$ cat config.mk
export PLATFORM = sky130hd
export DESIGN_NAME = ad5542_dac_sched
export DESIGN_NICKNAME = d
export VERILOG_FILES = /design/src/rtl/ad5542_pkg.sv /design/src/rtl/ad5542_rr_arb.sv /design/src/rtl/ad5542_dac_sched.sv
export SDC_FILE = /design/constraint.sdc
export NUM_CORES = 1
export LEC_CHECK = 0
export BUFFER_PORTS_ARGS = -buffer_cell sky130_fd_sc_hd__buf_2
export CORE_AREA = 5 5 104 106
export CTS_CLUSTER_DIAMETER = 40
export DETAILED_ROUTE_END_ITERATION = 10
export DIE_AREA = 0 0 109 111
export PLACE_DENSITY = 0.83
export SYNTH_ARGS = -nofsm -noshare
export SYNTH_HDL_FRONTEND = slang
export SYNTH_SLANG_ARGS = --single-unit
$ cat constraint.sdc
create_clock -name clk -period 3.8 [get_ports clk]
set_input_delay 0.19 -clock clk [delete_from_list [all_inputs] [get_ports clk]]
set_output_delay 0.19 -clock clk [all_outputs]
set_load 0.02 [all_outputs]
$ cat src/rtl/ad5542_pkg.sv
// Shared constants for the AD5542 write scheduler: state encoding, code width,
// default timing parameters and the saturating timeout increment.
package ad5542_pkg;

    localparam int unsigned DAC_W              = 16;
    localparam int unsigned GAP_CYCLES_DEF     = 8;
    localparam int unsigned TIMEOUT_CYCLES_DEF = 255;
    localparam int unsigned TMO_W              = 8;

    localparam logic [1:0] ST_IDLE  = 2'd0;
    localparam logic [1:0] ST_ISSUE = 2'd1;
    localparam logic [1:0] ST_WAIT  = 2'd2;
    localparam logic [1:0] ST_GAP   = 2'd3;

    function automatic logic [TMO_W-1:0] tmo_sat_inc(input logic [TMO_W-1:0] v);
        return (v == '1) ? v : v + TMO_W'(1);
    endfunction

endpackage

$ cat src/rtl/ad5542_rr_arb.sv
// Combinational round-robin pick: first set pend bit searching upward from last+1 with wrap.
module ad5542_rr_arb #(
    parameter int unsigned NREQ  = 4,
    parameter int unsigned IDX_W = 2
) (
    input  logic [NREQ-1:0]  pend,
    input  logic [IDX_W-1:0] last,
    output logic             grant_valid,
    output logic [IDX_W-1:0] grant_idx
);

    logic [IDX_W-1:0] cand;

    // Walk from farthest to nearest so the nearest set bit is the last one written.
    always_comb begin
        grant_valid = 1'b0;
        grant_idx   = '0;
        cand        = '0;
        for (int unsigned k = NREQ; k >= 1; k--) begin
            cand = IDX_W'((32'(last) + k) % NREQ);
            if (pend[cand]) begin
                grant_valid = 1'b1;
                grant_idx   = cand;
            end
        end
    end

endmodule

$ cat src/rtl/ad5542_dac_sched.sv
// Write scheduler for the shared AD5542 writer: latest-code slots per requester,
// round-robin grant, start strobe, end-of-write wait with timeout, and post-write gap.
module ad5542_dac_sched
    import ad5542_pkg::*;
#(
    parameter int unsigned NREQ           = 4,
    parameter int unsigned GAP_CYCLES     = GAP_CYCLES_DEF,
    parameter int unsigned TIMEOUT_CYCLES = TIMEOUT_CYCLES_DEF
) (
    input  logic                  clk,
    input  logic                  rst,
    input  logic [NREQ-1:0]       req_valid,
    input  logic [NREQ*DAC_W-1:0] req_data,
    output logic [NREQ-1:0]       req_done,
    output logic [NREQ-1:0]       req_drop,
    output logic                  timeout_err,
    output logic                  busy,
    output logic                  wr_data_en,
    output logic [DAC_W-1:0]      wr_data,
    input  logic                  wr_data_end
);

    localparam int unsigned      IDX_W    = $clog2(NREQ);
    localparam int unsigned      GAP_W    = $clog2(GAP_CYCLES);
    localparam logic [GAP_W-1:0] GAP_LAST = GAP_W'(GAP_CYCLES - 1);
    localparam logic [TMO_W-1:0] TMO_LIM  = TMO_W'(TIMEOUT_CYCLES);

    logic [1:0]                  state_q, state_d;
    logic [NREQ-1:0]             pend_q, pend_d;
    logic [NREQ-1:0][DAC_W-1:0]  slot_q, slot_d;
    logic [IDX_W-1:0]            last_q, last_d;
    logic [DAC_W-1:0]            wr_data_q, wr_data_d;
    logic                        wr_en_q, wr_en_d;
    logic [NREQ-1:0]             done_q, done_d;
    logic [NREQ-1:0]             drop_q, drop_d;
    logic                        tmo_err_q, tmo_err_d;
    logic                        busy_q, busy_d;
    logic [TMO_W-1:0]            tmo_cnt_q, tmo_cnt_d;
    logic [GAP_W-1:0]            gap_cnt_q, gap_cnt_d;

    logic                        grant_valid;
    logic [IDX_W-1:0]            grant_idx;
    logic                        grant_fire;

    ad5542_rr_arb #(
        .NREQ  (NREQ),
        .IDX_W (IDX_W)
    ) u_arb (
        .pend        (pend_q),
        .last        (last_q),
        .grant_valid (grant_valid),
        .grant_idx   (grant_idx)
    );

    always_comb begin
        state_d    = state_q;
        pend_d     = pend_q;
        slot_d     = slot_q;
        last_d     = last_q;
        wr_data_d  = wr_data_q;
        wr_en_d    = 1'b0;
        done_d     = '0;
        drop_d     = '0;
        tmo_err_d  = 1'b0;
        tmo_cnt_d  = tmo_cnt_q;
        gap_cnt_d  = gap_cnt_q;
        grant_fire = 1'b0;

        case (state_q)
            ST_IDLE: begin
                if (grant_valid) begin
                    grant_fire = 1'b1;
                    wr_data_d  = slot_q[grant_idx];
                    last_d     = grant_idx;
                    wr_en_d    = 1'b1;
                    state_d    = ST_ISSUE;
                end
            end
            // Counter holds cycles elapsed since the start strobe.
            ST_ISSUE: begin
                tmo_cnt_d = TMO_W'(1);
                state_d   = ST_WAIT;
            end
            ST_WAIT: begin
                tmo_cnt_d = tmo_sat_inc(tmo_cnt_q);
                if (wr_data_end) begin
                    done_d[last_q] = 1'b1;
                    gap_cnt_d      = '0;
                    state_d        = ST_GAP;
                end else if (tmo_cnt_d == TMO_LIM) begin
                    tmo_err_d = 1'b1;
                    gap_cnt_d = '0;
                    state_d   = ST_GAP;
                end
            end
            ST_GAP: begin
                if (gap_cnt_q == GAP_LAST) begin
                    state_d = ST_IDLE;
                end else begin
                    gap_cnt_d = gap_cnt_q + GAP_W'(1);
                end
            end
            default: state_d = ST_IDLE;
        endcase

        // Clear before set: a post in the grant cycle keeps the new code pending.
        if (grant_fire) begin
            pend_d[grant_idx] = 1'b0;
        end
        for (int unsigned i = 0; i < NREQ; i++) begin
            if (req_valid[i]) begin
                slot_d[i] = req_data[i*DAC_W +: DAC_W];
                pend_d[i] = 1'b1;
                drop_d[i] = pend_q[i] && !(grant_fire && (grant_idx == IDX_W'(i)));
            end
        end

        busy_d = (state_d != ST_IDLE);
    end

    always_ff @(posedge clk or posedge rst) begin
        if (rst) begin
            state_q   <= ST_IDLE;
            pend_q    <= '0;
            slot_q    <= '0;
            last_q    <= IDX_W'(NREQ - 1);
            wr_data_q <= '0;
            wr_en_q   <= 1'b0;
            done_q    <= '0;
            drop_q    <= '0;
            tmo_err_q <= 1'b0;
            busy_q    <= 1'b0;
            tmo_cnt_q <= '0;
            gap_cnt_q <= '0;
        end else begin
            state_q   <= state_d;
            pend_q    <= pend_d;
            slot_q    <= slot_d;
            last_q    <= last_d;
            wr_data_q <= wr_data_d;
            wr_en_q   <= wr_en_d;
            done_q    <= done_d;
            drop_q    <= drop_d;
            tmo_err_q <= tmo_err_d;
            busy_q    <= busy_d;
            tmo_cnt_q <= tmo_cnt_d;
            gap_cnt_q <= gap_cnt_d;
        end
    end

    assign req_done    = done_q;
    assign req_drop    = drop_q;
    assign timeout_err = tmo_err_q;
    assign busy        = busy_q;
    assign wr_data_en  = wr_en_q;
    assign wr_data     = wr_data_q;

endmodule

==> results.md <==
* Pin count of the biggest net entering global routing at 85
* Multi-input logic area at roughly 0.0023 mm2
* Root buffer cell: clkbuf_8
* Mapped Area at between 0.005 and 0.006 mm2
* Initial antenna violation count at 0
* Fillers at roughly 800
* Vias/cell at 5.702
* Critical Path AT at between 2 and 3 ns
* Starting DRT DRC Count at roughly 180
* Worst IR drop on VDD at roughly 0.48 mV
* H-tree depth at 3
* Maximum clock path buffer count at 2
* Core area at just under 0.01 mm2
* Post-DP HPWL at ~8500 um
* Post-synth cell types at 61
* Antenna Nets Post-Route at 0
* Final worst slack at 1.200 ns
* PostCTS Resize Cnt at 0
* Pre-CTS WS at between 1 and 1.5 ns
* Fin Setup TNS at 0 ns
* # setup viols final at 0
* DRT Pass-1 Iters at 5
* Clock Pin Slew Worst Setup and Hold Paths at around 0.11 ns
* Initial cell density of the core at 54.90%
* Cts hold-fix bufs at 0
* Die Wd at roughly 110 um
* Syn Inst Count at 434
* CP startpoint: last_q[0]
* Pins Over Slew Limit at 0
* Commonest non-fill, non-tap cell in the layout: dfrtp_1
* Critical Path RT at ~4.1 ns
* Worst slew pin tran at 1.015 ns
* Critical Path End Type: flip-flop
* Remaining DRCs at 0
* Worst hold slack at between 0.03 and 0.04 ns
* Max frequency at slightly below 0.4 GHz
* Pwr/cell area at between 700 and 800 mW/mm2
* Global placement routability congestion at 0.8705
* R2r endpoint: wr_data[12]
* Die Span Y at ~110 um
* Fin nets at 599
* Endpoints failing hold at 0
* Synth Area per Inst at between 10 and 15 um2
* First-pass GRT wire length at approximately 19000 um
* Reg2reg start: last_q[0]
* Worst clock skew at between 0.015 and 0.02 ns
* Period utilization at between 60% and 70%
* Reg2reg path depth at 7
* Hold WC Path Type: input port to flip-flop
* Number of diodes at 0
* Clock sinks at 110
* GRT Total Usage at between 10% and 20%
* Slew margin rel. at 32.33%
* Syn nets at a little over 500
* Crit path to: wr_data[12]
* Static Leak at around 2.8 nW
* Most frequent cells in the layout: 108 x dfrtp_1, 97 x buf_2, 65 x mux2_2
* YS warnings at 0
* Wire per inst at 17.78 um
* Postcts setup bufs at 0
* Register area share after synthesis at 51.82%
* DRT Wirelength at about 12000 um
* EDFF count, synth at 0
* Status: complete, no violations
* Grt ovf at 0
* Power Total at approximately 4.3 mW
* Syn-to-layout area delta at 12.83%
* Reg area at about 0.0028 mm2
* Top_reg_cell synth: dfrtp_1
* Die area at around 0.012 mm2
* Crit start category: flip-flop
* CTS tree: yes
* Ports at 98
* Layout cells sized above 1 at 40.12%
* CP max FO at 26
* RSZ-0062 raised after global routing: false
* R2r setup slk at 1.20 ns
* Tmin final at around 2.6 ns
* Total of max-cap violations at 0
* Floorplan row count at 36
* Ys async rst share at between 90% and 100%
* CP Class: flip-flop to flip-flop
* Vias in the first global route at between 3k and 4k
* Post-layout util at about three fifths
* Worst-skew pair later-pin latency at between 0.3 and 0.4 ns
* Buffers on Ports at between 90 and 100
* Vias at roughly 3.7k
* TritonCTS Buffers at 9
* Seq cells post-synth at 110
==> worst min-delay path by stage <==
stage | from | end | slack, ns | cells past startpoint
after floorplan | req_data[40] | slot_q[40] | 0.34 | 1
after global placement | req_data[24] | slot_q[24] | 0.42 | 2
after detailed placement | req_data[49] | slot_q[49] | 0.43 | 2
after CTS | req_data[4] | slot_q[4] | 0.02 | 2
after global routing | req_data[15] | slot_q[15] | 0.02 | 2
final | req_data[41] | slot_q[41] | 0.04 | 2
==> layer usage <==
metal	wire length [um]	GRT usage, %
met5	0	0
met2	6044	33.66
met3	635	3.786
met4	163	6.734
met1	4782	25.35
==> synth_stat cells (3+ instances only) <==
library cell  instances  share of area [%]
nor2_1               12               0.85
o2111ai_1             3               0.49
dfrtp_1             108                 51
and3_1                6               0.71
o21ai_1              11                1.0
buf_4                 4               0.56
a21oi_1              13                1.2
a31oi_1               3               0.35
nand2_1              37                2.6
mux2_2               65                 14
o221ai_1              5               0.82
o211ai_2             10                2.4
inv_1                12               0.85
o21ai_0              10               0.94
a211o_1              11                1.8
nand2b_1              3               0.35
ha_1                 12                2.8
clkbuf_1             10               0.71
buf_6                 3               0.64
buf_2                 6               0.56
mux2i_1              22                4.1
nand3_1              16                1.5
==> power breakdown <==
group          leakage, nW  total [mW]  switching [mW]  internal, mW
combinational         1.37        1.98            1.20         0.777
clock               0.0986       0.700           0.426         0.274
sequential            1.32        1.63           0.201          1.43
total                 2.79        4.31            1.83          2.48
==> cell type report <==
| type | instances | share of cell area (%) |
|---|---|---|
| Clock buffer | 10 | 2.295 |
| Tap cell | 133 | 2.774 |
| Timing Repair Buffer | 98 | 8.219 |
| Clock inverter | 6 | 1.022 |
| Sequential cell | 110 | 45.93 |
| Multi-Input combinational cell | 285 | 38.97 |
| Inverter | 12 | 0.7927 |
==> critical path, stage by stage (launching register included) <==
cell and delay, ns:
dfstp_2 0.65, inv_1 0.11, ha_1 0.33, o21ai_0 0.15
a21oi_2 0.57, nor2_8 0.26, mux2i_1 0.26, o221ai_1 0.13
==> registers in the layout, summed over array words and instances, names as in the netlist, 3 cells and up <==
signal	count
slot_q	64
wr_data	16
tmo_cnt_q	8
pend_q	4
req_done	4
req_drop	4
gap_cnt_q	3
==> metrics by stage <==
step                      instance area, um2  instances
after floorplan                         5316        434
after global placement                  5799        638
after detailed placement                5799        638
after CTS                               5998        654
after global routing                    5998        654
final                                   5998        654
==> cells by family after synthesis <==
logic type / synth area share [%]
flip-flops: 51.82
AND/OR/NAND/NOR: 8.943
adder cells (fa/ha/maj): 2.824
XOR/XNOR: 0.1648
AO/OA/AOI/OAI: 13.84
multiplexers: 18.19
buffers and inverters: 4.213
No activity file was read; power rests on OpenSTA's default activity.
